<file path="src/rtl/if_fetch.sv">
// Instruction fetch stage with integrated IF/ID latch and one-entry skid buffer.
// One outstanding memory request; redirects during a wait retire the stale fetch first.
module if_fetch #(
    parameter logic [31:0] RESET_PC = 32'h0000_0000,
    parameter logic [31:0] PC_STEP  = 32'd4
) (
    input  logic        clk,
    input  logic        rst,
    input  logic        stall_i,
    input  logic        flush_i,
    input  logic        redirect_i,
    input  logic [31:0] redirect_pc_i,
    output logic        rom_req_o,
    output logic [31:0] rom_addr_o,
    input  logic        rom_ack_i,
    input  logic [31:0] rom_data_i,
    output logic [31:0] pc_o,
    output logic [31:0] inst_o,
    output logic        inst_valid_o
);
    typedef enum logic [1:0] {FETCH, FULL, KILL} state_t;

    state_t      state;
    logic [31:0] pc_reg, pending_pc, buf_pc, buf_inst;

    // Request depends only on registered state, never on the ack.
    assign rom_req_o  = !rst && (state == FETCH || state == KILL);
    assign rom_addr_o = pc_reg;

    always_ff @(posedge clk) begin
        if (rst) begin
            state        <= FETCH;
            pc_reg       <= RESET_PC;
            pending_pc   <= '0;
            buf_pc       <= '0;
            buf_inst     <= '0;
            pc_o         <= '0;
            inst_o       <= '0;
            inst_valid_o <= 1'b0;
        end else if (redirect_i) begin
            pc_o         <= '0;
            inst_o       <= '0;
            inst_valid_o <= 1'b0;
            buf_pc       <= '0;
            buf_inst     <= '0;
            case (state)
                FETCH: begin
                    if (rom_ack_i) begin
                        pc_reg <= redirect_pc_i;
                    end else begin
                        pending_pc <= redirect_pc_i;
                        state      <= KILL;
                    end
                end
                FULL: begin
                    pc_reg <= redirect_pc_i;
                    state  <= FETCH;
                end
                default: pending_pc <= redirect_pc_i;
            endcase
        end else if (flush_i) begin
            pc_o         <= '0;
            inst_o       <= '0;
            inst_valid_o <= 1'b0;
            case (state)
                FULL: begin
                    // Refetch the dropped buffered instruction.
                    pc_reg   <= buf_pc;
                    buf_pc   <= '0;
                    buf_inst <= '0;
                    state    <= FETCH;
                end
                KILL: begin
                    if (rom_ack_i) begin
                        pc_reg <= pending_pc;
                        state  <= FETCH;
                    end
                end
                default: ;
            endcase
        end else begin
            case (state)
                FETCH: begin
                    if (rom_ack_i) begin
                        pc_reg <= pc_reg + PC_STEP;
                        if (stall_i) begin
                            buf_pc   <= pc_reg;
                            buf_inst <= rom_data_i;
                            state    <= FULL;
                        end else begin
                            pc_o         <= pc_reg;
                            inst_o       <= rom_data_i;
                            inst_valid_o <= 1'b1;
                        end
                    end else if (!stall_i) begin
                        pc_o         <= '0;
                        inst_o       <= '0;
                        inst_valid_o <= 1'b0;
                    end
                end
                FULL: begin
                    if (!stall_i) begin
                        pc_o         <= buf_pc;
                        inst_o       <= buf_inst;
                        inst_valid_o <= 1'b1;
                        buf_pc       <= '0;
                        buf_inst     <= '0;
                        state        <= FETCH;
                    end
                end
                default: begin
                    if (rom_ack_i) begin
                        pc_reg <= pending_pc;
                        state  <= FETCH;
                    end
                    if (!stall_i) begin
                        pc_o         <= '0;
                        inst_o       <= '0;
                        inst_valid_o <= 1'b0;
                    end
                end
            endcase
        end
    end
endmodule

</file>
<file path="config.mk">
export PLATFORM = sky130hd
export DESIGN_NAME = if_fetch
export DESIGN_NICKNAME = d
export VERILOG_FILES = /design/src/rtl/if_fetch.sv
export SDC_FILE = /design/constraint.sdc
export NUM_CORES = 1
export LEC_CHECK = 0
export BUFFER_PORTS_ARGS = -buffer_cell sky130_fd_sc_hd__buf_2
export CELL_PAD_IN_SITES_DETAIL_PLACEMENT = 0
export CELL_PAD_IN_SITES_GLOBAL_PLACEMENT = 1
export CORE_ASPECT_RATIO = 1.4
export CORE_MARGIN = 2
export CORE_UTILIZATION = 35
export CTS_CLUSTER_DIAMETER = 60
export DETAILED_ROUTE_END_ITERATION = 8
export PLACE_DENSITY_LB_ADDON = 0.1
export SYNTH_ARGS = -nofsm -noshare
export SYNTH_HDL_FRONTEND = slang
export SYNTH_SLANG_ARGS = --single-unit
</file>
<file path="constraint.sdc">
create_clock -name clk -period 5.3 [get_ports clk]
set_input_delay 0.265 -clock clk [delete_from_list [all_inputs] [get_ports clk]]
set_output_delay 0.265 -clock clk [all_outputs]
set_load 0.01 [all_outputs]
</file>
==> impl_metrics.toml, run 1 <==
[status]
status = "finished, final reports clean"

[timing]
setup_viol = 0
worst_pin_slew_ns = 1.17
hold_viol = 0
finalCriticalPeriod_ns = 3.61
totalNegativeSetupSlack_ns = 0
worst_clock_skew_ns = 0.0136
relSlewSlack_pct = 21.8
fmax_ghz = 0.277
rsz0062_at_grt = "no"
slew_viol_final = 0
fin_crit_sh_pct = 68.0

[final_layout]
antenna_cells = 0
area_growth_pct = 16.6
final_nets = 1277
drive_gt1_share_pct = 19.4

[place]
place_congestion = 0.766
dp_hpwl_um = 19600
portBuffers = 167

[detailed_routing]
wire_per_inst_um = 20.5
via_per_inst = 5.72
via_count = 8771
drc_errors = 0
drt-initial-drc-count = 682
drtAntennaViolNets = 0
drtPass1Iterations = 6
wirelength_um = 31400

[pwr]
report.power.total_mw = 3.37
switching_share_pct = 28.8
p_comb_share_pct = 14.6
clkPwrFrac_pct = 39.0
pwr-share-seq_pct = 46.5
powerDensity_mw_per_mm2 = 319
p_leak_nw = 3.86
vdd_drop_max_mv = 0.235
switchingPower_uw = 970
internal-power_mw = 2.40

[floorplanning]
die-area_mm2 = 0.0272
fp.dieH_um = 194
io_pins = 168
dieWidth_um = 140
start_util_pct = 35.7
core_mm2 = 0.0254
fp-row-count = 69

[logic_synthesis]
synth_area_mm2 = 0.00905
synth_nets = 1195
synth_edf_count = 0
yosysUniqueCellTypes = 58
yosysWarnings = 0
synthFlopType = "dfxtp_1"
synthArstFlopShare_pct = 0
synth.avg_cell_area_um2 = 8.08
synth-seq-cells = 195
syn_inst = 1121
synth-seq-area-share_pct = 43.1

[min_path]
hold_depth = 3
hp-class = "input port to flop"

[cts]
post_cts_buffers = 0
cts_made_buffers = 17
clock_latency_ns = 0.44
cts_hold_buf = 0
cts_resized = 0
cts_buffer_depth = 2
cts-root-buf = "clkbuf_16"
clock-sinks = 195
h-tree-depth = 4
cts_tree = "built"
clk_pin_slew_worst_paths_ns = 0.08

[global_route]
grt_util_all_layers_pct = 22.5
grt_pass1_wl_um = 48500
antenna_found_initial = 0
grt_max_degree = 74
grt-ovfl-total = 0
grt_pass1_vias = 8142

[job]
cap_viol_max_count = 0

[setup_path]
start_kind = "flop"
arrival_ns = 3.96
worstPathCellList = "inv_1 -> ha_2 -> buf_4 -> or3b_2 -> o21ai_2 -> or2_1 -> or4_1 -> a31oi_1"
slowest_delay_ns = 0.71
critPathCaptureType = "flop"
ff2ff_path_depth = 8
cp_max_fo = 43
cp.required_ns = 5.66
cp_slowest_cell = "ha_2"
worstSetupPathType = "flop to flop"
cells in the mapped netlist, drive strengths merged, types with 3 or more instances:
master     n  share of area [%]
nor4       8               0.76
nor3       8               0.44
a41oi      4               0.39
nand4b     4               0.39
nand2    156                6.5
ha         4               0.55
a211oi     4               0.44
nor3b      3               0.25
mux2i     12                1.3
o32ai      4               0.39
a22o      66                6.4
and3       4               0.28
clkbuf    96                4.0
nor2b      3               0.21
or3        8               0.55
buf       23                1.2
a22oi     71                5.9
dfxtp    195                 43
nand2b     9               0.62
and2       7               0.48
o31ai      5               0.41
nand4      9               0.69
a21o       5               0.41
a21oi    121                6.7
inv       11               0.46
or3b       3               0.29
a31oi     14               0.97
mux2       3               0.37
o21a       4               0.33
o31a       4               0.39
or4        5               0.41
or2        4               0.28
a222oi    20                2.2
a2bb2oi    3               0.29
nor2      87                3.6
nand3     83                4.6
o21ai     35                2.0
path summary, 6_finish.rpt:
kind,start,to,slack (ns)
setup / recovery,state[1],rom_addr_o[22],1.69
hold / removal,redirect_pc_i[13],pending_pc[13],0.06
setup reg to reg,state[1],rom_addr_o[22],1.69
hold reg to reg,buf_inst[6],buf_inst[6],0.45
kinds of logic (layout without fill, tap and decap cells):
logic type | count (synthesis) | count (layout) | share of synthesized area [%]
AOI/OAI and AO/OA | 372 | 372 | 28.3
adders and majority gates | 4 | 4 | 0.553
buffers and inverters | 130 | 224 | 5.61
DFF | 195 | 195 | 43.1
muxes | 15 | 15 | 1.70
and+or+nand+nor | 405 | 405 | 20.7
placed cells by master, fill, tap and decap left out, types with 3 or more instances in the layout:
cell	n
a2bb2oi_1	3
or2_2	3
nand4_1	8
a21o_1	5
nand3_1	83
o31a_1	4
o32ai_1	4
inv_1	11
buf_4	15
clkbuf_8	3
nor2_1	85
nor3_1	8
and3_1	4
nor4_2	3
nand2_1	155
a41oi_1	4
clkbuf_1	3
nor4_1	5
o21ai_0	34
buf_2	167
nand2b_1	9
a22oi_1	71
a21oi_1	121
a222oi_1	20
or4_1	5
dfxtp_1	195
or3_1	7
mux2_2	3
clkbuf_16	17
nor2b_1	3
a31oi_1	14
ha_1	3
o21a_1	3
a22o_1	66
mux2i_1	12
and2_1	5
o31ai_1	5
nand4b_1	4
sequential cells by signal, summed over array words and instances, names as in the netlist:
signal and count:
state 2, inst_o 32, buf_pc 32, pending_pc 32, rom_addr_o 32, pc_o 32
inst_valid_o 1, buf_inst 32
metrics by stage:
step                      worst slack [ns]  std cells  instance area, um2  util, %  hold slack [ns]
final                                 1.69       1534               10600     41.6           0.0643
after detailed placement              1.71       1503                9980     39.3            0.445
after global routing                  1.44       1534               10600     41.6           0.0545
after floorplan                       3.06       1121                9050        -            0.401
after CTS                             1.69       1534               10600     41.6           0.0456
after global placement                1.78       1503                9980     39.3            0.438
per-layer routing:
metal	part of all wire (%)	vias to the layer above	global-route usage, %
li1	-	4261	-
met1	44	4232	29.1
met3	4.7	28	3.50
met2	50	250	38.7
met4	1.6	0	6.41
met5	0	-	0
cell type report:
cell class	instances	area, um2
Fill cell	2662	14800
Multi-Input combinational cell	796	4690
Sequential cell	195	3900
Inverter	11	41.3
Timing Repair Buffer	182	948
Clock buffer	23	478
Clock inverter	8	103
Tap cell	319	399
critical path, delay by kind of cell, from the launching register on:
kind	cells	cell delay [ns]
AO/OA/AOI/OAI	2	0.28
adder cells (fa/ha/maj)	1	0.71
buffers and inverters	2	0.67
flip-flops	1	0.33
AND/OR/NAND/NOR	3	1.51
power by group through the flow:
stage / Combinational [mW] / Clock, mW / Sequential [mW]
CTS: 0.494 / 1.35 / 1.57
global placement: 0.491 / 0 / 1.60
detailed placement: 0.493 / 0 / 1.60
global route: 0.538 / 1.40 / 1.57
floorplan: 0.320 / 0 / 1.58
finish: 0.491 / 1.31 / 1.57
Power figures use the tool's default switching activity.
==> inputs of run 2 (changes only) <==
- clock period: 5.3 -> 3.2 ns (I/O delays scaled with it)
==> run 2 against run 1 <==
Compared with the run above:
- wire length up 2.7%
- cell area up 8.0%
- maximum frequency up 38%
- cell count up 5.5%
- critical path type unchanged
==> impl_metrics.toml, run 2 (synthesis results as in run 1) <==
[cts]
h-tree-depth = 4
cts_tree = "built"
clock-sinks = 195
cts_made_buffers = 17
cts_resized = 0
cts_buffer_depth = 2
clock_latency_ns = 0.44
clk_pin_slew_worst_paths_ns = 0.07
cts-root-buf = "clkbuf_16"

[setup_path]
arrival_ns = 2.98
start_kind = "flop"
worstSetupPathType = "flop to flop"
cp.required_ns = 3.56
critPathCaptureType = "flop"
cp_max_fo = 19

[final_layout]
final_nets = 1361
layout_common_cells = "dfxtp_1 (195), buf_2 (167), nand2_1 (155)"
final_common_cell = "dfxtp_1"
area_growth_pct = 25.9
drive_gt1_share_pct = 19.7
antenna_cells = 0
fin_util_pct = 44.9

[detailed_routing]
via_per_inst = 5.66
drtPass1Iterations = 6
drtAntennaViolNets = 0
wire_per_inst_um = 20.0
via_count = 9165
wirelength_um = 32300
drt-initial-drc-count = 618
drc_errors = 0

[timing]
worst_pin_slew_ns = 0.844
hold_viol = 0
fin_crit_sh_pct = 81.7
totalNegativeSetupSlack_ns = 0
fmax_ghz = 0.382
setup_viol = 0
slew_viol_final = 0
rsz0062_at_grt = "no"
relSlewSlack_pct = 43.7
holdWs_ns = 0.243
finalCriticalPeriod_ns = 2.62
worst_clock_skew_ns = 0.0101

[global_route]
grt_util_all_layers_pct = 23.1
grt_max_degree = 65
grt_pass1_wl_um = 50100
grt_pass1_vias = 8722
grt-ovfl-total = 0
antenna_found_initial = 0

[pwr]
powerDensity_mw_per_mm2 = 504
p_leak_nw = 4.26
vdd_drop_max_mv = 0.401

[place]
place_congestion = 0.815
portBuffers = 167
dp_hpwl_um = 20800

[floorplanning]
io_pins = 168
fp-row-count = 69
core_mm2 = 0.0254
die-area_mm2 = 0.0272
start_util_pct = 35.7
fp.dieH_um = 194
dieWidth_um = 140

[min_path]
hp-class = "input port to flop"

[status]
status = "finished, final reports clean"

[job]
cap_viol_max_count = 0
## run 2: layout make-up
cell class | count | area, um2
repair buffers | 266 | 1790
fillers | 2591 | 14000
inverters | 11 | 41.3
flip-flops and latches | 195 | 3900
multi-input cells | 796 | 4670
clock buffers | 22 | 464
well taps | 319 | 399
clock inverters | 9 | 130
## run 2: worst max-delay path: stages, from the launching register on
cell      delay (ns)
dfxtp_1         0.32
inv_1           0.13
ha_2            0.23
buf_4           0.28
nor2_4          0.08
a211oi_2        0.45
or2_1           0.47
buf_4           0.29
o21ai_0         0.11
a31oi_1         0.18
## run 2: routing by layer
| layer | wire length (um) | GRT usage (%) |
|---|---|---|
| met4 | 627 | 7.96 |
| met5 | 0 | 0 |
| met2 | 16200 | 40.4 |
| met3 | 1210 | 3.03 |
| met1 | 14200 | 29.2 |
## run 2: what timing repair did
action / in CTS / in global routing
hold endpoints to repair: 64 / 0
setup endpoints to repair: 0 / 0
hold buffers: 64 / 0
setup buffers: 0 / 0
## run 2: final timing paths
kind / startpoint / end / slack, ns / cells after the start
worst max-delay path: state[1] / rom_addr_o[4] / 0.58 / 9
worst min-delay path: rst / pending_pc[10] / 0.24 / 3
worst max register to register: state[1] / rom_addr_o[4] / 0.58 / 9
worst min register to register: buf_inst[9] / buf_inst[9] / 0.45 / 2
## run 2: power by group
part,internal (mW),switching [mW],leakage (nW),total [mW]
registers,2.50,0.0946,1.58,2.59
logic,0.347,0.568,2.39,0.914
clock network,1.27,0.966,0.290,2.23
## run 2: metrics by stage
step / instances / total power, mW / area, um2 / setup slack [ns]
6_report: 1618 / 5.74 / 11400 / 0.585
5_1_grt: 1618 / 5.98 / 11400 / 0.327
4_1_cts: 1618 / 5.80 / 11400 / 0.610
3_5_place_dp: 1523 / 3.50 / 10200 / 0.612
3_3_place_gp: 1523 / 3.50 / 10200 / 0.660
2_1_floorplan: 1121 / 3.15 / 9050 / 0.956
==> inputs of run 3 (changes only) <==
- clock period: 3.2 -> 2.2 ns (I/O delays scaled with it)
==> run 3 against run 2 <==
Compared with the run above:
- largest power group unchanged
- sequential power grew 44%
- critical endpoint is now rom_addr_o[22]
- die area unchanged
- core utilization rose by 2.5 points
- sequential cell count unchanged
- cell area rose by 5.5%
- first-iteration DRC count decreased by 8.4%
- count of clock-buffer cells in the layout is 3 lower
- clock power is 51% higher
- clock skew is 0.0030 ns higher
- critical path type unchanged
- via count is 1.3% higher
- wire length decreased by 1.8%
- sequential share of layout area shrank 1.8 points
==> impl_metrics.toml, run 3 (synthesis results as in run 1) <==
[global_route]
grt_pass1_vias = 8913
grt_pass1_wl_um = 50100
grt-ovfl-total = 0
grt_max_degree = 65
grt_util_all_layers_pct = 22.9
antenna_found_initial = 0

[setup_path]
cp_max_fo = 17
ff2ff_path_depth = 7
start_kind = "flop"
worstSetupPathType = "flop to flop"
arrival_ns = 2.50
cp.required_ns = 2.57
critPathCaptureType = "flop"

[detailed_routing]
drt-initial-drc-count = 566
wirelength_um = 31700
wire_per_inst_um = 19.0
via_per_inst = 5.55
drc_errors = 0
drtAntennaViolNets = 0
via_count = 9288
drtPass1Iterations = 9

[place]
portBuffers = 167
dp_hpwl_um = 21100
dpl_worst_slack_ns = -0.0844
place_congestion = 0.865
dp.cells = 1571

[pwr]
p_leak_nw = 4.60
vdd_drop_max_mv = 0.590
powerDensity_mw_per_mm2 = 717
report.power.total_mw = 8.62

[cts]
clock-sinks = 195
cts-root-buf = "clkbuf_16"
clk_pin_slew_worst_paths_ns = 0.08
cts_buffer_depth = 2
h-tree-depth = 4
clock_latency_ns = 0.44
cts_made_buffers = 17
cts_tree = "built"

[final_layout]
finalNonFillerCells = 1673
area_growth_pct = 32.8
antenna_cells = 0
final_nets = 1416
drive_gt1_share_pct = 23.9
final_common_cell = "dfxtp_1"
nFillCells = 2593
layout_common_cells = "dfxtp_1 (194), buf_2 (167), nand2_1 (154)"
fin_util_pct = 47.4

[timing]
worst_clock_skew_ns = 0.0131
relSlewSlack_pct = 48.8
rsz0062_at_grt = "yes"
finalWorstSetupSlack_ns = 0.0640
totalNegativeSetupSlack_ns = 0
worst_pin_slew_ns = 0.768
finalCriticalPeriod_ns = 2.14
slew_viol_final = 0
setup_viol = 0
hold_viol = 0
fmax_ghz = 0.468
fin_crit_sh_pct = 97.1

[job]
cap_viol_max_count = 0

[floorplanning]
fp.dieH_um = 194
dieWidth_um = 140
core_mm2 = 0.0254
start_util_pct = 35.7
fp-row-count = 69
die-area_mm2 = 0.0272
io_pins = 168

[min_path]
hp-class = "input port to flop"
hold_depth = 2

[status]
status = "finished, final reports clean"
[run 3: changes by cell type in the layout (fill, tap and decap cells not counted), sizes merged]
cell / previous run / this run
buf: 202 / 257
clkbuf: 22 / 19
inv: 11 / 13
bufinv: 3 / 4
clkinv: 5 / 4
clkinvlp: 1 / 2
[run 3: through the flow]
stage	hold slack, ns	instance area [um2]
detailed placement	0.372	10600
floorplan	0.246	9070
finish	0.179	12000
CTS	0.150	12000
global route	0.188	12000
global placement	0.369	10600
[run 3: metal layers]
metal / part of all wire, % / vias to the layer above / global-route usage, %
met3: 4.1 / 20 / 3.05
met4: 1.3 / 0 / 6.07
li1: - / 4537 / -
met5: 0 / - / 0
met2: 51 / 235 / 40.7
met1: 43 / 4496 / 29.2
[run 3: final timing paths]
path | to | slack (ns) | start
setup / recovery | rom_addr_o[22] | 0.06 | state[0]
hold / removal | pending_pc[17] | 0.18 | rst
setup reg to reg | rom_addr_o[22] | 0.06 | state[0]
hold reg to reg | buf_inst[3] | 0.45 | buf_inst[3]
[run 3: cell type report]
class | count | area, um2 | share of cell area (%)
multi-input cells | 796 | 4740 | 39.4
inverters | 11 | 41.3 | 0.343
repair buffers | 321 | 2310 | 19.2
clock inverters | 12 | 180 | 1.50
flip-flops and latches | 195 | 3910 | 32.5
clock buffers | 19 | 443 | 3.68
well taps | 319 | 399 | 3.32
[run 3: worst max-delay path, stage by stage (launching register included)]
cell	delay [ns]
dfxtp_2	0.34
inv_1	0.11
ha_4	0.17
or3b_1	0.37
buf_4	0.22
buf_4	0.19
or4_1	0.50
a31oi_1	0.16
[run 3: what timing repair did]
action | in CTS | in global routing
setup endpoints to repair | 7 | 31
buffers inserted | 4 | 3
hold endpoints to repair | 64 | 0
gates resized for setup | 7 | 12
pin swaps | 1 | 4
hold buffers | 64 | 0
[run 3: power breakdown]
group,internal (mW),total (mW),switching [mW]
combinational,0.643,1.53,0.884
clock,1.94,3.36,1.43
sequential,3.64,3.73,0.0950
total,6.21,8.62,2.40
